`config.mk`:
```
export PLATFORM = sky130hd
export DESIGN_NAME = fetch_sequencer_flat
export DESIGN_NICKNAME = d
export VERILOG_FILES = /design/src/rtl/fetch_sequencer_if.sv /design/src/rtl/fetch_sequencer.sv /design/src/flat_wrapper.sv
export SDC_FILE = /design/constraint.sdc
export NUM_CORES = 1
export LEC_CHECK = 0
export ABC_AREA = 1
export BUFFER_PORTS_ARGS = -buffer_cell sky130_fd_sc_hd__buf_4
export CAP_MARGIN = 20
export CORE_MARGIN = 2
export CORE_UTILIZATION = 55
export DETAILED_ROUTE_END_ITERATION = 8
export PLACE_DENSITY = 0.86
export SYNTH_ARGS = -nofsm -noshare
export SYNTH_HDL_FRONTEND = slang
export SYNTH_SLANG_ARGS = --single-unit
export TNS_END_PERCENT = 1
```
`constraint.sdc`:
```
create_clock -name clk -period 2.25 [get_ports clk]
set_input_delay 0 -clock clk [delete_from_list [all_inputs] [get_ports clk]]
set_output_delay 0 -clock clk [all_outputs]
set_load 0.005 [all_outputs]
```
`src/rtl/fetch_sequencer_if.sv`:
```
// Instruction-memory fetch bus between the sequencer and instruction memory.
interface fetch_sequencer_if;
    logic [15:0] imem_addr;
    logic        imem_req;
    logic [15:0] imem_data;
    logic        imem_ready;

    modport master (
        output imem_addr,
        output imem_req,
        input  imem_data,
        input  imem_ready
    );

    modport slave (
        input  imem_addr,
        input  imem_req,
        output imem_data,
        output imem_ready
    );
endinterface

```
`src/rtl/fetch_sequencer.sv`:
```
// LC3 instruction-cycle sequencer: owns STAGE, PC and IR, fetches over a
// req/ready bus, detects HALT (TRAP x25) and fetch timeouts, counts retires.
module fetch_sequencer #(
    parameter logic [15:0] RESET_PC      = 16'h3000,
    parameter int          FETCH_TIMEOUT = 16,
    parameter int          CNT_W         = 16
) (
    input  logic                clk,
    input  logic                rst_n,
    input  logic                run,
    output logic [1:0]          stage,
    output logic [15:0]         pc,
    output logic [15:0]         ir,
    fetch_sequencer_if.master   imem,
    input  logic                pc_le,
    input  logic                pc_control,
    input  logic [15:0]         alu_y,
    input  logic                next_stage_le,
    input  logic [1:0]          next_stage,
    output logic                halted,
    output logic                fetch_err,
    output logic [CNT_W-1:0]    instr_count
);

    localparam int                WAIT_W     = (FETCH_TIMEOUT > 1) ? $clog2(FETCH_TIMEOUT) : 1;
    localparam bit                TIMEOUT_EN = (FETCH_TIMEOUT != 0);
    localparam logic [WAIT_W-1:0] WAIT_LAST  = WAIT_W'(FETCH_TIMEOUT - 1);
    localparam logic [15:0]       HALT_INSTR = 16'hF025;

    // Low two bits are the STAGE encoding; HALT shares 11 with FETCH.
    typedef enum logic [2:0] {
        ST_DECODE    = 3'b000,
        ST_EXECUTE   = 3'b001,
        ST_WRITEBACK = 3'b010,
        ST_FETCH     = 3'b011,
        ST_HALT      = 3'b111
    } state_t;

    state_t            state_reg;
    logic [15:0]       pc_reg;
    logic [15:0]       ir_reg;
    logic              halted_reg;
    logic              fetch_err_reg;
    logic [CNT_W-1:0]  count_reg;
    logic [WAIT_W-1:0] wait_reg;

    state_t            seq_next;
    logic              seq_exit;
    logic              req_now;
    logic [15:0]       pc_next;

    always_comb begin
        seq_next = ST_FETCH;
        case (state_reg)
            ST_DECODE:  seq_next = ST_EXECUTE;
            ST_EXECUTE: seq_next = ST_WRITEBACK;
            default:    seq_next = ST_FETCH;
        endcase
        if (next_stage_le) begin
            seq_next = state_t'({1'b0, next_stage});
        end
        seq_exit = (seq_next == ST_FETCH);
        pc_next  = pc_control ? alu_y : pc_reg + 16'd1;
        req_now  = run && (state_reg == ST_FETCH);
    end

    always_ff @(posedge clk) begin
        if (!rst_n) begin
            state_reg     <= ST_FETCH;
            pc_reg        <= RESET_PC;
            ir_reg        <= 16'h0000;
            halted_reg    <= 1'b0;
            fetch_err_reg <= 1'b0;
            count_reg     <= '0;
            wait_reg      <= '0;
        end else begin
            case (state_reg)
                ST_FETCH: begin
                    if (req_now) begin
                        // A ready arriving on the last allowed wait cycle still wins.
                        if (imem.imem_ready) begin
                            ir_reg    <= imem.imem_data;
                            state_reg <= ST_DECODE;
                            wait_reg  <= '0;
                        end else if (TIMEOUT_EN && wait_reg == WAIT_LAST) begin
                            state_reg     <= ST_HALT;
                            halted_reg    <= 1'b1;
                            fetch_err_reg <= 1'b1;
                        end else begin
                            wait_reg <= wait_reg + 1'b1;
                        end
                    end
                end
                ST_HALT: begin
                end
                default: begin
                    if (state_reg == ST_EXECUTE && pc_le) begin
                        pc_reg <= pc_next;
                    end
                    if (seq_exit) begin
                        count_reg <= count_reg + CNT_W'(1);
                        if (ir_reg == HALT_INSTR) begin
                            state_reg  <= ST_HALT;
                            halted_reg <= 1'b1;
                        end else begin
                            state_reg <= ST_FETCH;
                        end
                    end else begin
                        state_reg <= seq_next;
                    end
                end
            endcase
        end
    end

    assign stage          = state_reg[1:0];
    assign pc             = pc_reg;
    assign ir             = ir_reg;
    assign halted         = halted_reg;
    assign fetch_err      = fetch_err_reg;
    assign instr_count    = count_reg;
    assign imem.imem_addr = pc_reg;
    assign imem.imem_req  = req_now;

endmodule

```
`src/flat_wrapper.sv`:
```
// flat-port wrapper written by rule: the top's interface ports become plain ports
module fetch_sequencer_flat 
#(
    parameter logic [15:0] RESET_PC      = 16'h3000,
    parameter int          FETCH_TIMEOUT = 16,
    parameter int          CNT_W         = 16
)
  (clk, rst_n, run, stage, pc, ir, pc_le, pc_control, alu_y, next_stage_le, next_stage, halted, fetch_err, instr_count, imem_imem_addr, imem_imem_req, imem_imem_data, imem_imem_ready);
  fetch_sequencer_if imem_i ();
  input  logic clk;
  input  logic rst_n;
  input  logic run;
  output logic [1:0] stage;
  output logic [15:0] pc;
  output logic [15:0] ir;
  input  logic pc_le;
  input  logic pc_control;
  input  logic [15:0] alu_y;
  input  logic next_stage_le;
  input  logic [1:0] next_stage;
  output logic halted;
  output logic fetch_err;
  output logic [CNT_W-1:0] instr_count;
  output wire logic [$bits(imem_i.imem_addr)-1:0] imem_imem_addr;
  output wire logic [$bits(imem_i.imem_req)-1:0] imem_imem_req;
  input wire logic [$bits(imem_i.imem_data)-1:0] imem_imem_data;
  input wire logic [$bits(imem_i.imem_ready)-1:0] imem_imem_ready;
  assign imem_imem_addr = imem_i.imem_addr;
  assign imem_imem_req = imem_i.imem_req;
  assign imem_i.imem_data = imem_imem_data;
  assign imem_i.imem_ready = imem_imem_ready;
  fetch_sequencer #(.RESET_PC(RESET_PC), .FETCH_TIMEOUT(FETCH_TIMEOUT), .CNT_W(CNT_W)) u_core (.clk(clk), .rst_n(rst_n), .run(run), .stage(stage), .pc(pc), .ir(ir), .imem(imem_i), .pc_le(pc_le), .pc_control(pc_control), .alu_y(alu_y), .next_stage_le(next_stage_le), .next_stage(next_stage), .halted(halted), .fetch_err(fetch_err), .instr_count(instr_count));
endmodule
```
==> results.json, run 1 <==
{
  "p_clk_frac": 0.362,
  "period_minus_slack_ps": 1740,
  "syn_area_per_cell_sq_um": 6.75,
  "combPwrFrac": 0.239,
  "drtPass1Iterations": 5,
  "core_sq_um": 5890,
  "drv_slew": 0,
  "synth_top_area_share": 0.342,
  "ctsHoldBuffers": 22,
  "startpoint": "u_core.state_reg[0]",
  "rsz0062_at_grt": "no",
  "period_share": 0.775,
  "hp-class": "in -> reg",
  "cp_slowest_cell": "dlygate4sd3_1",
  "syn-num-nets": 539,
  "p_int_mw": 2.06,
  "setup.worst_path.end": "u_core.ir[15]",
  "grt_use_total": 0.276,
  "outcome": "finished clean",
  "die_h_um": 81.9,
  "crit_path_frequent_cell": "nand2_2",
  "overflow": 0,
  "finalHoldViolCount": 0,
  "cts_resized": 0,
  "rrSetupSlack_ps": 510,
  "p_seq_frac": 0.399,
  "setup_violations": 0,
  "die_w_um": 81.9,
  "max_freq_mhz": 573,
  "drive_gt1_frac": 0.286,
  "ir_worst_vdd_v": 0.000449,
  "reg2reg_to": "u_core.ir[15]",
  "worst_pin_slew_ps": 414,
  "synthesis.instances": 495,
  "port_buffers": 109,
  "grt_pass1_wl_um": 14300,
  "async_flop_share": 0,
  "cts_sinks": 57,
  "post-cts-setup-buffers": 0,
  "wl_per_cell_um": 13.6,
  "drt_iter0_markers": 216,
  "worst-path-stages": 7,
  "clockBufferDepth": 2,
  "finalPower_mw": 2.95,
  "antenna_left": 0,
  "path_class": "reg -> reg",
  "htreeDepth": 3,
  "syn2layout_area_growth_pct": 34.1,
  "start_util": 0.568,
  "antenna_cells": 0,
  "start_kind": "flip-flop",
  "worstPathArrival_ps": 2010,
  "yosysTopAreaCell": "dfxtp_1",
  "post-synth-top-count-cell": "nand2_1",
  "whs_ps": 18.0,
  "antenna_found_initial": 0,
  "synth_area_sq_um": 3340,
  "synthTopCellsByArea": "dfxtp_1, nand2_1, nor2_1, a21oi_1, nand3_1",
  "fin_tns_setup_ps": 0,
  "ys_ff_latch": 57,
  "synth_edf_count": 0,
  "critPathMaxFanout": 10,
  "slowest_delay_ps": 570,
  "switchingPower_mw": 0.889,
  "cts_buffers": 9,
  "switching_share": 0.302,
  "clkTransAtPathRegs_ps": 70,
  "placed_cells": 649,
  "io_pins": 110,
  "cp.required_ps": 2520,
  "drc": 0,
  "clk_latency_ps": 330,
  "slew_headroom": 0.722,
  "critPathTopFamily": "buffers and inverters",
  "viasPerCell": 5.32,
  "final_nets": 651,
  "final_util": 0.761,
  "cts_tree": "built",
  "cellPowerDensity_nw_per_um2": 658,
  "fp-row-count": 28,
  "die-area_sq_um": 6710,
  "ys_top_cells_by_count": "nand2_1, nor2_1, dfxtp_1",
  "fill_cells": 472,
  "place.gp.congestion": 0.964,
  "root_buffer": "clkbuf_8",
  "drv_cap": 0,
  "cp-end-kind": "flip-flop",
  "stdcell_count": 687,
  "r2r_start": "u_core.state_reg[0]",
  "crit_chain": "nand2_2 -> nor2_2 -> nand2_2 -> inv_6 -> nand3_1 -> dlygate4sd3_1 -> a21oi_1",
  "reg2regPathDepth": 7,
  "dp_hpwl_um": 6450,
  "via_count": 3653,
  "ys_warn_count": 0,
  "grt_max_degree": 27,
  "grt_pass1_vias": 3274,
  "leakagePower_nw": 1.91,
  "fin_skew_ps": 6.07,
  "synth.distinct_cells": 36,
  "yosys_most_used_dff": "dfxtp_1",
  "crit_buf_inv": 2,
  "ys_seq_area_frac": 0.342,
  "totalWireLength_um": 9360
}
==> cell usage in the layout, fill, tap and decap left out, types with 4 or more instances in the layout <==
cell,instances
a21oi_2,14
o21ai_0,19
dfxtp_1,57
nor2_1,65
nand4_1,7
nand2_1,117
nand2_2,13
a21oi_1,41
clkbuf_8,10
or2_2,4
o21ai_2,5
nand3_1,35
nor3_1,9
buf_4,113
xor2_1,7
dlygate4sd3_1,22
inv_1,41
==> worst min-delay path by stage <==
stage	end	cells past startpoint	start
floorplan	u_core.ir[10]	2	imem_imem_data[10]
global placement	u_core.ir[9]	3	imem_imem_data[9]
detailed placement	u_core.ir[12]	3	imem_imem_data[12]
CTS	u_core.ir[5]	3	imem_imem_ready
global route	u_core.ir[13]	3	imem_imem_ready
finish	u_core.ir[5]	3	imem_imem_ready
==> worst min-delay path: stages <==
cell and delay [ps]:
buf_4 160, nand3_1 90, a21oi_1 60
==> power groups by stage <==
stage	sequential, mW	combinational [mW]	clock, mW
finish	1.18	0.705	1.07
global route	1.19	0.776	1.13
CTS	1.17	0.700	1.08
detailed placement	1.20	0.667	0
global placement	1.19	0.651	0
floorplan	1.19	0.454	0
==> per-stage QoR <==
| stage | instance area (sq um) | setup WS, ps |
|---|---|---|
| global route | 4480 | 383 |
| CTS | 4480 | 541 |
| detailed placement | 4040 | 713 |
| global placement | 4040 | 790 |
| finish | 4480 | 506 |
| floorplan | 3340 | 871 |
==> logic make-up after synthesis <==
family	synth area share
and+or+nand+nor	0.343
adders and majority gates	0.0112
xor gates and xnor gates	0.0236
DFF	0.342
AOI/OAI and AO/OA	0.151
buffers and inverters	0.129
==> cell type report <==
cell class	instances	area, sq um	share of cell area
Sequential cell	57	1140	0.255
Clock buffer	11	141	0.0316
Timing Repair Buffer	135	1070	0.239
Tap cell	75	93.8	0.0209
Multi-Input combinational cell	357	1770	0.395
Inverter	47	186	0.0416
Clock inverter	5	78.8	0.0176
==> layer usage <==
| layer | wire (um) | part of all wire | global-route usage | vias up |
|---|---|---|---|---|
| met2 | 4650 | 0.50 | 0.487 | 180 |
| met4 | 270 | 0.029 | 0.127 | 0 |
| met5 | 0 | 0 | 0 | - |
| met3 | 839 | 0.090 | 0.0714 | 34 |
| li1 | - | - | - | 1803 |
| met1 | 3600 | 0.38 | 0.309 | 1636 |
(Power assumes the default switching activity.)
==> run 2: changes to the inputs <==
Settings changed: CORE_UTILIZATION 55 to 46, PLACE_DENSITY 0.86 to 0.77.
Clock period 2.25 ns to 1.5 ns, I/O delays scaled along.
==> run 2 against run 1 <==
Clock skew is 0.91 ps higher. Hold slack worse by 9.1 ps. Die area is 19% higher. Largest power group unchanged. Critical path depth stayed put. Setup slack worse by 440 ps. Non-clock buffer count is 19 higher. Combinational power is 65% higher. Critical path type unchanged. Cell count is 6.3% higher. Core utilization is 11 points lower. Wire length is 2.0% lower. Power is 42% higher. Sequential share of layout area is 0.96 points lower.
==> results.json, run 2 (same netlist as run 1, synthesis figures left out) <==
{
  "critPathMaxFanout": 4,
  "min_from": "alu_y[9]",
  "leakagePower_nw": 2.00,
  "switchingPower_mw": 1.37,
  "post-cts-setup-buffers": 0,
  "final_nets": 670,
  "combPwrFrac": 0.278,
  "drive_gt1_frac": 0.331,
  "die_h_um": 89.2,
  "port_buffers": 109,
  "ir_worst_vdd_v": 0.000658,
  "outcome": "finished clean",
  "whs_ps": 8.93,
  "root_buffer": "clkbuf_8",
  "die_w_um": 89.2,
  "fin_skew_ps": 6.98,
  "rsz0062_at_grt": "yes",
  "worst_pin_slew_ps": 405,
  "io_pins": 110,
  "antenna_cells": 0,
  "start_util": 0.468,
  "overflow": 0,
  "clk_latency_ps": 330,
  "grt_max_degree": 27,
  "drv_slew": 0,
  "clockBufferDepth": 2,
  "finalHoldViolCount": 0,
  "antenna_found_initial": 0,
  "grt_pass1_vias": 3310,
  "wl_per_cell_um": 12.6,
  "final_cell_mix": "buf_4, nand2_1, nor2_1",
  "cp.required_ps": 1770,
  "cts_sinks": 57,
  "cts_buffers": 9,
  "pre_cts_ws_ps": 15.1,
  "slew_headroom": 0.728,
  "htreeDepth": 3,
  "cellPowerDensity_nw_per_um2": 897,
  "setup_violations": 0,
  "fp-row-count": 31,
  "switching_share": 0.328,
  "period_share": 0.953,
  "stdcell_count": 730,
  "postLayoutSetupSlackWorst_ps": 69.9,
  "crit_chain": "ha_1 -> inv_1 -> nor3_4 -> nand2_1 -> xor2_1 -> nand2_2 -> a21oi_2",
  "cp-end-kind": "flip-flop",
  "slowest_delay_ps": 370,
  "drtPass1Iterations": 4,
  "drv_cap": 0,
  "path_class": "reg -> reg",
  "max_freq_mhz": 699,
  "antenna_left": 0,
  "p_seq_frac": 0.419,
  "worstPathArrival_ps": 1700,
  "core_sq_um": 7140,
  "die-area_sq_um": 7960,
  "startpoint": "u_core.instr_count[1]",
  "cp_slowest_cell": "dfxtp_1",
  "cts_tree": "built",
  "totalWireLength_um": 9180,
  "hp-class": "in -> reg",
  "clkTransAtPathRegs_ps": 70,
  "grt_use_total": 0.231,
  "dp_hpwl_um": 6650,
  "via_count": 3602,
  "period_minus_slack_ps": 1430,
  "grt_pass1_wl_um": 14500,
  "layout_commonest_cell": "buf_4",
  "final_util": 0.654,
  "syn2layout_area_growth_pct": 39.8,
  "place.gp.congestion": 0.881,
  "p_int_mw": 2.82,
  "drc": 0,
  "p_clk_frac": 0.303,
  "viasPerCell": 4.93,
  "start_kind": "flip-flop",
  "finalPower_mw": 4.19,
  "r2r_start": "u_core.instr_count[1]",
  "placed_cells": 693,
  "drt_iter0_markers": 120
}
## run 2: changes by cell type in the layout (fill, tap and decap cells not counted), sizes merged
cell / change
buf: +20
bufinv: -2
clkinv: +2
clkinvlp: +1
dlygate4sd3: -1
inv: -1
## run 2: critical path: cells and delay by family, from the launching register on
kind | cells | cell delay (ps)
flops | 1 | 370
compound gates | 1 | 120
buf+inv | 1 | 110
xor+xnor | 1 | 170
simple gates | 3 | 370
fa+ha+maj | 1 | 240
## run 2: through the flow
step           cell area (sq um)  setup TNS [ps]
3_3_place_gp                4220               0
4_1_cts                     4600               0
3_5_place_dp                4220               0
5_1_grt                     4670            -194
6_report                    4670               0
2_1_floorplan               3340               0
## run 2: power groups by stage
stage | Clock, mW | Sequential (mW) | Combinational, mW
final | 1.27 | 1.76 | 1.16
after global routing | 1.36 | 1.77 | 1.30
after CTS | 1.30 | 1.75 | 1.12
after detailed placement | 0 | 1.78 | 1.07
after global placement | 0 | 1.77 | 1.05
after floorplan | 0 | 1.78 | 0.681
## run 2: repair_timing
action / 4_1_cts / 5_1_grt
setup endpoints to repair: 0 / 37
hold buffers: 21 / 0
hold endpoints to repair: 20 / 0
gates resized for setup: 0 / 21
## run 2: routing by layer
metal,global-route usage,vias up,part of all wire,wire length [um]
met4,0.0787,0,0.016,148
met3,0.0526,16,0.053,490
li1,-,1835,-,-
met2,0.402,107,0.50,4620
met1,0.280,1644,0.43,3920
met5,0,-,0,0
## run 2: cell type report
class	instances	area [sq um]
tap	99	124
timing repair buffer	154	1210
sequential	57	1140
clock inverter	5	31.3
inverter	47	194
multi-input combinational	357	1830
fill	639	2470
clock buffer	11	141
## run 2: path summary, 6_finish.rpt
| path | end | slack (ps) | cells after the start |
|---|---|---|---|
| max reg2reg | u_core.instr_count[8] | 70 | 7 |
| min reg2reg | u_core.halted | 450 | 2 |
| min | u_core.imem.imem_addr[9] | 9 | 4 |
| max | u_core.instr_count[8] | 70 | 7 |
